## config.mk

```make
export PLATFORM = sky130hd
export DESIGN_NAME = sevenseg_scan_ctrl
export DESIGN_NICKNAME = d
export VERILOG_FILES = /design/src/rtl/sevenseg_pkg.sv /design/src/rtl/sevenseg_scan_ctrl_dec.sv /design/src/rtl/sevenseg_scan_ctrl.sv
export SDC_FILE = /design/constraint.sdc
export NUM_CORES = 1
export LEC_CHECK = 0
export ABC_AREA = 1
export CORE_MARGIN = 5
export CORE_UTILIZATION = 35
export CTS_CLUSTER_SIZE = 24
export DETAILED_ROUTE_END_ITERATION = 12
export PLACE_DENSITY = 0.58
export SYNTH_ARGS = -nofsm -noshare
export SYNTH_HDL_FRONTEND = slang
export SYNTH_HIERARCHICAL = 1
export SYNTH_SLANG_ARGS = --single-unit
```

## constraint.sdc

```tcl
create_clock -name clk -period 4.9 [get_ports clk]
set_clock_uncertainty 0.1 [all_clocks]
set_input_delay 0.49 -clock clk [delete_from_list [all_inputs] [get_ports clk]]
set_output_delay 0.49 -clock clk [all_outputs]
set_load 0.01 [all_outputs]
```

## src/rtl/sevenseg_pkg.sv

```systemverilog
// Shared types and the hex-to-seven-segment glyph table for the scan controller.
package sevenseg_pkg;

  // Segment vector, bit 6 = a ... bit 0 = g
  typedef logic [6:0] seg_t;

  // All segments dark on the active-low pins
  localparam seg_t SEG_OFF_N = 7'h7F;

  // Slot phase: dark guard interval, then one anode driven
  typedef enum logic {
    SLOT_BLANK = 1'b0,
    SLOT_DRIVE = 1'b1
  } slot_state_e;

  // Active-high glyph for a hex nibble; lowercase b and d keep them distinct from 8 and 0
  function automatic seg_t hex_to_seg(input logic [3:0] nib);
    seg_t seg;
    case (nib)
      4'h0: seg = 7'h7E;
      4'h1: seg = 7'h30;
      4'h2: seg = 7'h6D;
      4'h3: seg = 7'h79;
      4'h4: seg = 7'h33;
      4'h5: seg = 7'h5B;
      4'h6: seg = 7'h5F;
      4'h7: seg = 7'h70;
      4'h8: seg = 7'h7F;
      4'h9: seg = 7'h7B;
      4'hA: seg = 7'h77;
      4'hB: seg = 7'h1F;
      4'hC: seg = 7'h4E;
      4'hD: seg = 7'h3D;
      4'hE: seg = 7'h4F;
      default: seg = 7'h47;
    endcase
    return seg;
  endfunction

endpackage

```

## src/rtl/sevenseg_scan_ctrl_dec.sv

```systemverilog
// Shared hex-to-seven-segment decoder, active-high outputs, bit 6 = a.
module BCD_to_sevenSeg
  import sevenseg_pkg::*;
(
  input  logic [3:0] bcd,
  output seg_t       seg
);

  // Pure table lookup; the caller registers and inverts the result
  always_comb begin
    seg = hex_to_seg(bcd);
  end

endmodule

```

## src/rtl/sevenseg_scan_ctrl.sv

```systemverilog
// Time-multiplexed scan controller for a common-anode seven-segment bank.
// New values arrive through a valid/ready handshake into a shadow register and
// are copied to the displayed register only at frame boundaries.
//
//   state      | meaning
//   -----------+-------------------------------------------------------------
//   SLOT_BLANK | slot counter below the guard count: all anodes and segments off
//   SLOT_DRIVE | rest of the slot: anode of the current digit low, glyph driven
module sevenseg_scan_ctrl
  import sevenseg_pkg::*;
#(
  parameter int NUM_DIGITS   = 8,
  parameter int DIGIT_CYCLES = 100000,
  parameter int GUARD_CYCLES = 1000
) (
  input  logic                    clk,
  input  logic                    rst,
  input  logic [4*NUM_DIGITS-1:0] load_data,
  input  logic [NUM_DIGITS-1:0]   load_dp,
  input  logic                    load_valid,
  output logic                    load_ready,
  input  logic                    blank_lz,
  output logic [6:0]              seg_n,
  output logic                    dp_n,
  output logic [NUM_DIGITS-1:0]   an_n,
  output logic                    frame_done
);

  localparam int CW = $clog2(DIGIT_CYCLES);
  localparam int DW = (NUM_DIGITS > 1) ? $clog2(NUM_DIGITS) : 1;
  localparam logic [CW-1:0] C_LAST  = CW'(DIGIT_CYCLES - 1);
  localparam logic [CW-1:0] C_GUARD = CW'(GUARD_CYCLES);
  localparam logic [DW-1:0] D_LAST  = DW'(NUM_DIGITS - 1);

  logic [CW-1:0] c_q, c_next;
  logic [DW-1:0] d_q, d_next;
  logic          slot_end, boundary;

  slot_state_e   state_q, state_next;

  logic [4*NUM_DIGITS-1:0] active_val, shadow_val;
  logic [NUM_DIGITS-1:0]   active_dp, shadow_dp;
  logic                    pending, pending_next;
  logic                    xfer;
  logic                    lz_q;

  logic [3:0]            nib;
  seg_t                  seg_hi;
  logic [NUM_DIGITS-1:0] sup_mask;
  logic                  zero_run;

  logic [NUM_DIGITS-1:0] an_d;
  seg_t                  seg_d;
  logic                  dp_d;

  // Slot counter and digit index advance; the boundary is the digit wrap edge
  always_comb begin
    slot_end = (c_q == C_LAST);
    boundary = slot_end && (d_q == D_LAST);
    c_next   = slot_end ? '0 : c_q + 1'b1;
    d_next   = d_q;
    if (slot_end) begin
      d_next = (d_q == D_LAST) ? '0 : d_q + 1'b1;
    end
  end

  // Scan position registers
  always_ff @(posedge clk or posedge rst) begin
    if (rst) begin
      c_q <= '0;
      d_q <= '0;
    end else begin
      c_q <= c_next;
      d_q <= d_next;
    end
  end

  // Slot state register
  always_ff @(posedge clk or posedge rst) begin
    if (rst) begin
      state_q <= SLOT_BLANK;
    end else begin
      state_q <= state_next;
    end
  end

  // Slot state follows the region the counter is about to enter
  always_comb begin
    state_next = (c_next < C_GUARD) ? SLOT_BLANK : SLOT_DRIVE;
  end

  // Leading-zero enable is frozen for the whole drive interval of a slot
  always_ff @(posedge clk or posedge rst) begin
    if (rst) begin
      lz_q <= 1'b0;
    end else if (state_q == SLOT_BLANK && state_next == SLOT_DRIVE) begin
      lz_q <= blank_lz;
    end
  end

  // Handshake: a transfer sets pending; the boundary consumes it
  always_comb begin
    xfer         = load_valid && load_ready;
    pending_next = pending;
    if (xfer) begin
      pending_next = 1'b1;
    end else if (boundary && pending) begin
      pending_next = 1'b0;
    end
  end

  // Shadow/active value registers and the registered ready flag
  always_ff @(posedge clk or posedge rst) begin
    if (rst) begin
      shadow_val <= '0;
      shadow_dp  <= '0;
      active_val <= '0;
      active_dp  <= '0;
      pending    <= 1'b0;
      load_ready <= 1'b1;
    end else begin
      if (xfer) begin
        shadow_val <= load_data;
        shadow_dp  <= load_dp;
      end else if (boundary && pending) begin
        active_val <= shadow_val;
        active_dp  <= shadow_dp;
      end
      pending    <= pending_next;
      load_ready <= ~pending_next;
    end
  end

  // Select the nibble of the digit being scanned
  always_comb begin
    nib = '0;
    for (int i = 0; i < NUM_DIGITS; i++) begin
      if (d_q == DW'(i)) begin
        nib = active_val[4*i +: 4];
      end
    end
  end

  BCD_to_sevenSeg u_dec (
    .bcd (nib),
    .seg (seg_hi)
  );

  // A digit is a leading zero when it and every digit above it are zero; digit 0 never is
  always_comb begin
    zero_run = 1'b1;
    sup_mask = '0;
    for (int i = NUM_DIGITS - 1; i >= 1; i--) begin
      zero_run    = zero_run && (active_val[4*i +: 4] == 4'h0);
      sup_mask[i] = zero_run;
    end
  end

  // Per-state pin values; a suppressed digit stays fully dark through its drive interval
  always_comb begin
    an_d  = '1;
    seg_d = SEG_OFF_N;
    dp_d  = 1'b1;
    if (state_q == SLOT_DRIVE && !(lz_q && sup_mask[d_q])) begin
      an_d[d_q] = 1'b0;
      seg_d     = ~seg_hi;
      dp_d      = ~active_dp[d_q];
    end
  end

  // Registered pins; frame_done is looked ahead so it covers the last cycle of the frame
  always_ff @(posedge clk or posedge rst) begin
    if (rst) begin
      an_n       <= '1;
      seg_n      <= SEG_OFF_N;
      dp_n       <= 1'b1;
      frame_done <= 1'b0;
    end else begin
      an_n       <= an_d;
      seg_n      <= seg_d;
      dp_n       <= dp_d;
      frame_done <= (c_next == C_LAST) && (d_next == D_LAST);
    end
  end

endmodule
```

## Word-level counts from Yosys, hierarchy flattened

Memory sizes are Yosys's and may differ from the RTL's.
Index checks and enable logic that the tools add are counted.

- Bits in read-only memories: 112
- Bits of input ports: 44
- Memories: 1
- Register bits: 121
- Output and inout bits: 18
- Word-level logic and storage cells: 83

- Equality and inequality tests: 10
- Bitwise gates (word level): 6
- Mux-type cells: 23
- Add/sub/neg operators: 2
- Order comparisons: 3
- Reductions and logical operators: 24

Memories:

| name | depth | width | rd ports | clocked after Yosys merged registers in | wr ports | line | source |
|---|---|---|---|---|---|---|---|
| (name not given) | 16 | 7 | 1 | 0 | 0 | sevenseg_pkg.sv:19 | `case (nib)` |

Operator list:

| operator | count |
|---|---|
| 17-bit equality test (second input constant) | 2 |
| 4-bit 2-to-1 mux | 8 |
| 4-bit zero test | 7 |
| 17-bit by 1-bit adder with 17-bit output (second input constant) | 1 |
| 17-bit by 10-bit < comparator with 1-bit output (second input constant) | 1 |
| 17-bit 2-to-1 mux | 1 |
| 3-bit equality test (second input constant) | 5 |
| 1-bit logical AND | 14 |
| 8-bit 2-to-1 mux | 1 |
| 8-bit NOT | 1 |
| 1-bit 2-to-1 mux | 7 |
| 7-bit 2-to-1 mux | 1 |
| 7-bit NOT | 1 |
| 1-bit binary-select mux with 3-bit select | 2 |
| 3-bit by 2-bit equality test with 1-bit output (second input constant) | 2 |
| 3-bit 2-to-1 mux | 2 |
| 3-bit by 4-bit < comparator with 1-bit output (second input constant) | 1 |
| 1-bit NOT | 4 |
| 3-bit by 1-bit adder with 3-bit output (second input constant) | 1 |
| 1-bit demux with 3-bit select | 1 |
| 3-bit by 1-bit equality test with 1-bit output (second input constant) | 1 |
| 3-bit by 1-bit greater-or-equal comparator with 1-bit output (second input constant) | 1 |
| 3-bit zero test | 1 |
| 2-bit AND reduction | 1 |
| 1-bit zero test | 1 |

## Depth between registers and ports, before layout

- Depth in word-level cells: 13
- Mapped depth: 20
- Mapped depth without buffers: 20

## Hierarchy

Netlist, hierarchy kept.

Modules (own cells, without submodules):

| module | seq. area each (um^2) | instances | cells an instance | area an instance (um^2) |
|---|---|---|---|---|
| sevenseg_scan_ctrl | 3049.2 | 1 | 690 | 5689.2 |
| BCD_to_sevenSeg | 0.0 | 1 | 52 | 270.3 |

## Worst setup path before layout

Ideal clock, no wire load.

- Path kind: register to register
- Start: register d_q[0]
- End: register seg_n[3]
- Slack: 2486 ps
- Arrival time: 2220 ps
- Buffers on the path: 0
- Clock period less this slack: 2414 ps
- Data required time: 4706 ps
- Cell stages (with the launch flop): 20
- Library setup time: 94 ps
- Path through: dfrtp_1 clkinv_1 ha_1 inv_1 nor2_1 nand3_1 nand3_1 o21ai_0 o21ai_0 o21bai_1 nand2_1 nand3_1 nand2_1 inv_1 ha_1 nand2_1 o21ai_0 nand2_1 nand2_1 nand3_1

- Word-level cells in the longest chain between the ends: 12
- Elaborated cells between the ends (all ways): 24
- Those cells by class: eq/ne (7); mux (11); bitwise (1); reduce/logical (4); memory (1)

Ends and longest elaborated chain:

| element | line | source |
|---|---|---|
| from (decl) | sevenseg_scan_ctrl.sv:36 | `logic [DW-1:0] d_q, d_next;` |
| from (signal assigned) | sevenseg_scan_ctrl.sv:74 | `d_q <= d_next;` |
| 3-bit zero test | sevenseg_scan_ctrl.sv:138 | `if (d_q == DW'(i)) begin` |
| 4-bit 2-to-1 mux (7 in a row) | sevenseg_scan_ctrl.sv:138 |  |
| 4-bit 2-to-1 mux * | sevenseg_scan_ctrl.sv:138 |  |
| net nib[1] | sevenseg_scan_ctrl.sv:47 | `logic [3:0] nib;` |
| memory 16 x 7 bit * | n/a |  |
| net seg_hi[3] | sevenseg_scan_ctrl.sv:48 | `seg_t seg_hi;` |
| 7-bit NOT * | sevenseg_scan_ctrl.sv:166 | `seg_d = ~seg_hi;` |
| 7-bit 2-to-1 mux * | sevenseg_scan_ctrl.sv:164 | `if (state_q == SLOT_DRIVE && !(lz_q && sup_mask[d_q])) begin` |
| net seg_d[3] | sevenseg_scan_ctrl.sv:53 | `seg_t seg_d;` |
| to (signal assigned) | sevenseg_scan_ctrl.sv:180 | `seg_n <= seg_d;` |
| to (decl) | sevenseg_scan_ctrl.sv:23 | `output logic [6:0] seg_n,` |

The timed path passes the listed nets; every way through them passes the cells marked *. The select of a mux whose other input is x is not followed.
A chain may end at the register's enable or synchronous reset.

## Worst setup path after layout

Same ends and word-level chain as after synthesis.

==> key figures <==
Run status
  – Status: completed

Worst setup path
  – Crit end category: register
  – Classification of the worst setup path: register to register
  – Crit-path most repeated cell: nand2_1
  – Critical Path, Cell by Cell: clkinv_1, ha_1, nand2_1, nand3_1, o21ai_0, o21ai_0, o21bai_1, nand2_1, nand3_1, nand2_1, inv_1, ha_1, nand2_1, o21ai_0, nand2_1, nand2_1, nand3_1
  – Max incr delay on CP: 0.60 ns
  – Startpoint Class: register
  – Worst EP required: 5.15 ns
  – Crit-path slowest cell: dfrtp_1
  – CP max FO: 14
  – Worst path top cell family by delay: simple AND/OR/NAND/NOR gates
  – CP arrival: 3.36 ns
  – WP buf/inv: 2

Synth
  – Area leader, netlist: dfrtp_1
  – Commonest register cell after synthesis: dfrtp_1
  – Mean post-synth cell area: 8.03 um2
  – Top-area cell type share of the netlist area: 0.437
  – Post-Synthesis Cells: 742
  – Synthesized Nets: 800
  – Netlist cell types: 41
  – Syn. warnings: 6
  – Dominant cells by area after synthesis: dfrtp_1, nand2_1, dfstp_2
  – Sequential-to-total area share from yosys stat: 0.512
  – Area of the mapped netlist: 5960 um2
  – EDFF count, synth: 0
  – Synthesized flop and latch total: 121
  – Post-synth ARST share: 1.00

Timing
  – Measured slew at the worst slew-check pin: 0.747 ns
  – Max Clk Rate: 322 MHz
  – Final setup TNS: 0 ns
  – Max_slew headroom: 0.502
  – Hold_ws: 0.354 ns
  – RSZ-0062 raised after global routing: false
  – Crit share post-route: 0.635
  – Final setup vio count: 0
  – Final count of hold timing violations: 0
  – Slew Limit Fails: 0
  – Final min period: 3.11 ns

Clocking
  – CTS tree: built
  – # hold bufs at CTS: 0
  – # Post-CTS Setup Buffers: 0
  – Clock sinks: 121
  – CTS root buf: clkbuf_16
  – Clock transition at path regs: 0.06 ns
  – Clk_lat worst skew: 0.42 ns
  – # H-tree levels: 4
  – Clk buf depth: 2
  – Cts repair resizes: 0
  – Cts bufs inserted: 17

Floorplan
  – Die area: 19,700 um2
  – Core area: 16,600 um2
  – Die Wd: 140 um
  – Starting Density: 0.358
  – I/O pin cnt: 62
  – Rows: 47
  – Die H: 140 um

Drt
  – 1st-iter DRT viols: 247
  – DRT Wirelength: 12,700 um
  – TritonRoute pass-1 iters: 4
  – DRC: 0
  – Via density: 4.52
  – Final antenna-violating net count: 0
  – Vias: 4,683
  – WL/cell: 12.3 um

Pwr
  – Peak supply drop: 0.239 mV
  – Pwr dens: 362 nW/um2
  – Leak: 3.52 nW

Cells and area
  – Most common cell after layout, fill and taps aside: nand2_1
  – Layout cells sized above 1: 0.109
  – Area occupied by multi-input gates: 2320 um2
  – Storage cell area: 3050 um2
  – Final #Nets: 860
  – Most frequent cells in the layout: nand2_1, inv_1, dfrtp_1
  – Area growth, synth to finish: 24.0%
  – Antenna diodes: 0
  – Layout fillers: 1,651

Flow run
  – Max-cap violations: 0

Min path
  – Worst hold path type: register to register

Placed design
  – # port buffers: 61
  – Hpwl dp: 9260 um
  – RePlAce Congestion: 0.878

GRT
  – First-pass GRT wire length: 21,700 um
  – GRT Overall Usage: 0.136
  – Overflow after GRT: 0
  – Vias in the first global route: 4,497
  – Antenna violations before repair: 0
  – Largest net degree at the start of global routing: 80
## cell type report
class / count / share of cell area
Timing Repair Buffer: 65 / 0.0867
Clock buffer: 18 / 0.0594
Sequential cell: 121 / 0.413
Inverter: 122 / 0.0630
Multi-Input combinational cell: 475 / 0.314
Clock inverter: 14 / 0.0266
Tap cell: 220 / 0.0373
## layer usage
layer | vias to the layer above | track usage | part of all wire
li1 | 2461 | - | -
met1 | 2107 | 0.190 | 0.50
met2 | 97 | 0.203 | 0.44
met3 | 18 | 0.0385 | 0.044
met4 | 0 | 0.0490 | 0.015
met5 | - | 0 | 0
## sequential cells by signal (all words and copies together), names as in the netlist, 3 cells and up
register,cells
shadow_val,32
an_n,8
c_q,17
active_val,32
active_dp,8
d_q,3
seg_n,7
shadow_dp,8
## metrics by stage
| step | instance area (um2) | cells | total power [W] | worst slack [ns] | utilization |
|---|---|---|---|---|---|
| final | 7390 | 1035 | 0.00267 | 1.79 | 0.444 |
| after global placement | 6750 | 1003 | 0.00135 | 1.93 | 0.406 |
| after floorplan | 5960 | 742 | 0.00127 | 1.12 | - |
| after detailed placement | 6750 | 1003 | 0.00136 | 1.84 | 0.406 |
| after CTS | 7390 | 1035 | 0.00271 | 1.80 | 0.444 |
| after global routing | 7390 | 1035 | 0.00279 | 1.47 | 0.444 |
## synthesized netlist by cell type, types with 2 or more instances
library cell	count
nand3_1	47
nor2_1	48
clkinv_1	2
dfrtp_1	104
dfstp_2	17
nor2_2	5
nand2_4	3
nor2_4	3
o21ai_1	26
nand2_1	215
nand3_2	4
nor4_1	2
inv_1	114
nand4_1	11
o21bai_1	3
buf_4	2
o21ai_0	54
buf_2	4
clkbuf_1	14
o221ai_1	2
o21ai_2	6
buf_6	3
o211ai_1	4
nor3_1	6
inv_2	5
a21oi_1	9
nand2_2	2
ha_1	14
## worst register-to-register path, cell delays in order (launching register included)
cell	delay, ns
dfrtp_1	0.60
clkinv_1	0.38
ha_1	0.32
nand2_1	0.19
nand3_1	0.10
o21ai_0	0.08
o21ai_0	0.10
o21bai_1	0.12
nand2_1	0.07
nand3_1	0.07
nand2_1	0.14
inv_1	0.15
ha_1	0.25
nand2_1	0.09
o21ai_0	0.09
nand2_1	0.07
nand2_1	0.05
nand3_1	0.07
## report_power, final
group | total, W | switching (W) | internal, W
clock | 0.00133 | 0.000467 | 0.000866
sequential | 0.00114 | 0.0000327 | 0.00111
combinational | 0.000195 | 0.000118 | 0.0000771
## final timing paths
kind / slack, ns / cells past startpoint / from / endpoint
max in group asynchronous: 3.29 / 3 / rst / load_ready$_DFF_PP1_
max reg2reg: 1.79 / 17 / d_q[0]$_DFF_PP0_ / seg_n[3]$_DFF_PP1_
min reg2reg: 0.35 / 1 / pending$_DFF_PP0_ / load_ready$_DFF_PP1_
max: 1.79 / 17 / d_q[0]$_DFF_PP0_ / seg_n[3]$_DFF_PP1_
min: 0.35 / 1 / pending$_DFF_PP0_ / load_ready$_DFF_PP1_
min in group asynchronous: 0.45 / 2 / rst / frame_done$_DFF_PP0_
## cell families after synthesis
logic type               synth area share
flip-flops                          0.512
buffers and inverters              0.0987
XOR/XNOR                          0.00147
multiplexers                      0.00168
adder cells (fa/ha/maj)            0.0294
AO/OA/AOI/OAI                       0.102
AND/OR/NAND/NOR                     0.255
No activity file was read; power rests on OpenSTA's default activity.
